==> config.mk <==
export PLATFORM = sky130hd
export DESIGN_NAME = regfile_wb_flat
export DESIGN_NICKNAME = d
export VERILOG_FILES = /design/src/rtl/regfile_wb_if.sv /design/src/rtl/regfile_wb.sv /design/src/flat_wrapper.sv
export SDC_FILE = /design/constraint.sdc
export NUM_CORES = 2
export LEC_CHECK = 0
export BUFFER_PORTS_ARGS = -buffer_cell sky130_fd_sc_hd__buf_2
export CORE_ASPECT_RATIO = 1.25
export CORE_MARGIN = 2
export CORE_UTILIZATION = 25
export CTS_CLUSTER_SIZE = 24
export DETAILED_ROUTE_END_ITERATION = 12
export PLACE_DENSITY = 0.46
export SYNTH_ARGS = -nofsm -noshare
export SYNTH_HDL_FRONTEND = slang
export SYNTH_SLANG_ARGS = --single-unit
==> constraint.sdc <==
create_clock -name clk -period 3.9 [get_ports clk]
set_clock_uncertainty 0.2 [all_clocks]
set_input_delay 0.195 -clock clk [delete_from_list [all_inputs] [get_ports clk]]
set_output_delay 0.195 -clock clk [all_outputs]
set_load 0.1 [all_outputs]
==> src/rtl/regfile_wb_if.sv <==
// Register file bus: two rs/rt read ports, one writeback port, a debug read port
// and the committed-write counter.
interface regfile_wb_if #(
  parameter int DATA_W = 32,
  parameter int ADDR_W = 5
);
  logic [ADDR_W-1:0] R_addr_A;
  logic [ADDR_W-1:0] R_addr_B;
  logic [ADDR_W-1:0] Wt_addr;
  logic [DATA_W-1:0] Wt_data;
  logic              L_S;
  logic [DATA_W-1:0] rdata_A;
  logic [DATA_W-1:0] rdata_B;
  logic [ADDR_W-1:0] Debug_addr;
  logic [DATA_W-1:0] Debug_data;
  logic [15:0]       wr_cnt;

  modport master (
    output R_addr_A, R_addr_B, Wt_addr, Wt_data, L_S, Debug_addr,
    input  rdata_A, rdata_B, Debug_data, wr_cnt
  );

  modport slave (
    input  R_addr_A, R_addr_B, Wt_addr, Wt_data, L_S, Debug_addr,
    output rdata_A, rdata_B, Debug_data, wr_cnt
  );
endinterface

==> src/rtl/regfile_wb.sv <==
// 32x32 MIPS register file, $0 hardwired to zero, with a committed-write counter.
// REGFILE_BYPASS_EN: when defined, ports A/B see same-cycle writeback data.
module regfile_wb #(
  parameter int DATA_W = 32,
  parameter int ADDR_W = 5
) (
  input  logic         clk,
  input  logic         rst,
  regfile_wb_if.slave  bus
);
  localparam int DEPTH = 2 ** ADDR_W;

  logic [DATA_W-1:0] regs [DEPTH];
  logic [15:0]       cnt;
  logic              wr_commit;

  // Writes to $0 are dropped entirely so they never count as commits.
  assign wr_commit = bus.L_S && (bus.Wt_addr != '0);

  always_ff @(posedge clk) begin
    if (rst) begin
      for (int i = 0; i < DEPTH; i++) regs[i] <= '0;
      cnt <= '0;
    end else if (wr_commit) begin
      regs[bus.Wt_addr] <= bus.Wt_data;
      cnt               <= cnt + 16'd1;
    end
  end

  logic [DATA_W-1:0] rd_a, rd_b;

  always_comb begin
    rd_a = (bus.R_addr_A == '0) ? '0 : regs[bus.R_addr_A];
    rd_b = (bus.R_addr_B == '0) ? '0 : regs[bus.R_addr_B];
`ifdef REGFILE_BYPASS_EN
    if (!rst && wr_commit && bus.R_addr_A == bus.Wt_addr) rd_a = bus.Wt_data;
    if (!rst && wr_commit && bus.R_addr_B == bus.Wt_addr) rd_b = bus.Wt_data;
`endif
  end

  assign bus.rdata_A    = rd_a;
  assign bus.rdata_B    = rd_b;
  assign bus.Debug_data = (bus.Debug_addr == '0) ? '0 : regs[bus.Debug_addr];
  assign bus.wr_cnt     = cnt;
endmodule

==> src/flat_wrapper.sv <==
// flat-port wrapper written by rule: the top's interface ports become plain ports
module regfile_wb_flat 
#(
  parameter int DATA_W = 32,
  parameter int ADDR_W = 5
)
  (clk, rst, bus_R_addr_A, bus_R_addr_B, bus_Wt_addr, bus_Wt_data, bus_L_S, bus_Debug_addr, bus_rdata_A, bus_rdata_B, bus_Debug_data, bus_wr_cnt);
  regfile_wb_if #(.DATA_W(DATA_W), .ADDR_W(ADDR_W)) bus_i ();
  input  logic clk;
  input  logic rst;
  input wire logic [$bits(bus_i.R_addr_A)-1:0] bus_R_addr_A;
  input wire logic [$bits(bus_i.R_addr_B)-1:0] bus_R_addr_B;
  input wire logic [$bits(bus_i.Wt_addr)-1:0] bus_Wt_addr;
  input wire logic [$bits(bus_i.Wt_data)-1:0] bus_Wt_data;
  input wire logic [$bits(bus_i.L_S)-1:0] bus_L_S;
  input wire logic [$bits(bus_i.Debug_addr)-1:0] bus_Debug_addr;
  output wire logic [$bits(bus_i.rdata_A)-1:0] bus_rdata_A;
  output wire logic [$bits(bus_i.rdata_B)-1:0] bus_rdata_B;
  output wire logic [$bits(bus_i.Debug_data)-1:0] bus_Debug_data;
  output wire logic [$bits(bus_i.wr_cnt)-1:0] bus_wr_cnt;
  assign bus_i.R_addr_A = bus_R_addr_A;
  assign bus_i.R_addr_B = bus_R_addr_B;
  assign bus_i.Wt_addr = bus_Wt_addr;
  assign bus_i.Wt_data = bus_Wt_data;
  assign bus_i.L_S = bus_L_S;
  assign bus_i.Debug_addr = bus_Debug_addr;
  assign bus_rdata_A = bus_i.rdata_A;
  assign bus_rdata_B = bus_i.rdata_B;
  assign bus_Debug_data = bus_i.Debug_data;
  assign bus_wr_cnt = bus_i.wr_cnt;
  regfile_wb #(.DATA_W(DATA_W), .ADDR_W(ADDR_W)) u_core (.clk(clk), .rst(rst), .bus(bus_i));
endmodule
==> results.yml <==
sta:
  hold_slack_ns: 0.03201
  period_share_pct: 96.19
  timing.final.ws_setup_ns: 0.1486
  post-route-min-period_ns: 3.751
  hold_viol_final: 0
  tightest_slew_ns: 1.227
  relSlewSlack_pct: 17.73
  setup_tns_ns: 0
  setup_violations: 0
  max_freq_mhz: 266.6
  maxSlewViolCount: 0
  rsz0062_at_grt: "no"
clock_tree:
  cts.htree.levels: 3
  clock_sinks: 1040
  clockBufferDepth: 3
  clk_pin_slew_ns: 0.06
  clk_latency_ns: 0.73
  cts_tree: "yes"
  post_cts_resized: 0
  cts_buffers: 106
  root_buffer: "clkbuf_16"
synthesis:
  synthTopCellsByArea: "edfxtp_1, mux4_2, and2_1"
  synth_compound_area_share_pct: 6.498
  yosys.area_share.simple_pct: 12.30
  netlist_instances: 4371
  yosysMostFrequentCell: "edfxtp_1"
  ys_ff_latch: 1040
  synth-xor-area-share_pct: 0.05513
  synth_top_area_cell: "edfxtp_1"
  synth_cell_type_count: 47
  synth_top_family_by_area: "multiplexers"
  synth_fa_ha_area_share_pct: 0.01969
  ys_seq_area_share_pct: 48.90
  synth.cell_area_um2: 63540
  post_synth.cell_area_avg_um2: 14.54
  synthArstFlopShare_pct: 0
  synth_edf_count: 1024
  yosys.area.top_type_share_pct: 48.39
  synthMuxAreaShare_pct: 28.56
  synth_ff_type: "edfxtp_1"
  yosys_warnings: 0
  yosys-top-cells-count: "edfxtp_1, and2_1, mux4_2"
critical_path:
  cp.arrival_ns: 3.36
  crit_type: "flip-flop to output port"
  max_stage_delay_ns: 1.00
  crit_required_ns: 3.50
  start_kind: "flip-flop"
  crit_chain: "mux4_2 -> nor2b_1 -> a211oi_1 -> a311oi_2 -> buf_12"
  end_kind: "output port"
  worstPathMaxFanout: 3
  worst_path_max_delay_cell: "a211oi_1"
final_layout:
  fillers: 24791
  drive_gt1_share_pct: 34.69
  final_util_pct: 30.09
  area_growth_pct: 19.48
  regArea_um2: 31070
  nNetsFinal: 4566
  design_area_um2: 75920
  multi_input_area_um2: 31160
  fin_cells: 7934
floorplanning:
  fp.dieW_um: 454.9
  core_um2: 252300
  die_area_um2: 258200
  rows: 206
  num_io_pins: 167
  die_h_um: 567.7
  initial_core_util_pct: 25.18
detailed_routing:
  drc: 3
  dr.pass1.iters: 9
  avgViaCountPerCell: 5.568
  vias: 44179
  drt_iter0_markers: 5397
  wl_per_cell_um: 35.98
  ant_nets: 0
  wl_mm: 285.4
placed_design:
  io_buffers: 166
  pre_cts_ws_ns: 0.4713
  hpwlAfterDp_mm: 191.0
  routabilityCongestion: 0.9303
  dp_cells: 7708
  placed_cell_area_um2: 72010
pwr:
  power.total_mw: 31.55
  leakage_nw: 25.43
  power.density_nw_per_um2: 415.6
  vdd_drop_max_mv: 0.3004
global_routing:
  grt_pass1_vias: 43994
  grt_use_total_pct: 21.67
  grt_pass1_wl_mm: 388.0
  antenna_found_initial: 26
  grt_max_degree: 78
  grt_overflow: 0
job:
  cap_violations: 0
worst_hold_path:
  holdCritPathClass: "input pin to flip-flop"
outcome:
  status: "complete, but fails checks"
  failed_checks: "design-rule violations"
-- cell type report --
cell class              count  share of cell area [%]
repair buffers            507                   7.648
well taps                3328                   5.485
inverters                   5                 0.03461
diodes                     11                 0.03626
multi-input cells        2850                   41.05
clock inverters            70                   1.163
clock buffers             123                   3.662
flip-flops and latches   1040                   40.92
-- power breakdown --
| part | internal [mW] | leakage (nW) | switching, mW |
|---|---|---|---|
| sequential | 12.9 | 9.88 | 0.459 |
| combinational | 2.63 | 13.8 | 4.31 |
| clock | 6.52 | 1.79 | 4.75 |
| total | 22.0 | 25.4 | 9.51 |
-- sequential cells by signal (all words and copies together) (netlist names) --
| name | count |
|---|---|
| u_core.regs | 1024 |
| u_core.bus.wr_cnt | 16 |
-- routing by layer --
layer  wire length [um]  GRT usage, %  vias to the layer above
met3              20020         3.712                      566
li1                   -             -                    17610
met2             139300         36.20                     2225
met4              18450         11.89                        2
met1             107600         26.43                    23776
met5                 12             0                        -
-- worst max-delay path: cells and delay by family, from the launching register on --
family	cells	cell delay, ns
DFF	1	0.44
buffers and inverters	1	0.28
and+or+nand+nor	1	0.14
AOI/OAI and AO/OA	2	1.28
muxes	1	0.48
-- cells by family (layout without fill, tap and decap cells) --
logic type      count (synthesis)  in the layout
other cells                     1             43
mux                           961            961
compound gates                580            580
buf+inv                       512            705
simple gates                 1272           1272
xor+xnor                        4              4
fa+ha+maj                       1              1
flops                        1040           1040
-- path summary, 6_finish.rpt --
path	start	to	slack (ns)	cells after the start
worst min register to register	u_core.bus.wr_cnt[15]$_SDFFE_PP0P_	u_core.bus.wr_cnt[15]$_SDFFE_PP0P_	0.28	2
worst max register to register	u_core.bus.wr_cnt[2]$_SDFFE_PP0P_	u_core.bus.wr_cnt[15]$_SDFFE_PP0P_	1.82	4
worst min-delay path	bus_Wt_data[3]	u_core.regs[3][3]$_SDFFCE_PN0P_	0.03	2
worst max-delay path	u_core.regs[0][17]$_SDFFCE_PN0P_	bus_rdata_B[17]	0.15	5
-- layout by cell type (no fill, tap or decap), drive strengths merged, types with 3 or more instances in the layout --
cell,synthesis,layout
xor2,3,3
nor2,36,36
nand3,6,6
nor3,10,10
bufinv,0,22
or4,5,5
nand2,53,53
dlygate4sd3,0,22
buf,173,485
a22oi,96,96
or3,10,10
a21oi,11,11
inv,5,7
a211oi,96,96
a221oi,73,73
clkinvlp,0,3
mux4,672,672
diode,0,11
nor2b,102,102
mux2,96,96
conb,1,32
or2,35,35
clkbuf,334,123
dfxtp,16,16
clkinv,0,43
o2111ai,26,26
nand3b,5,5
nand4,3,3
a311oi,96,96
mux2i,193,193
nand2b,5,5
edfxtp,1024,1024
o21ai,179,179
and2,996,996
-- repair_timing --
action	CTS	global route
hold buffers	22	0
hold endpoints to repair	470	0
buffers inserted	0	0
No activity file was read; power rests on OpenSTA's default activity.
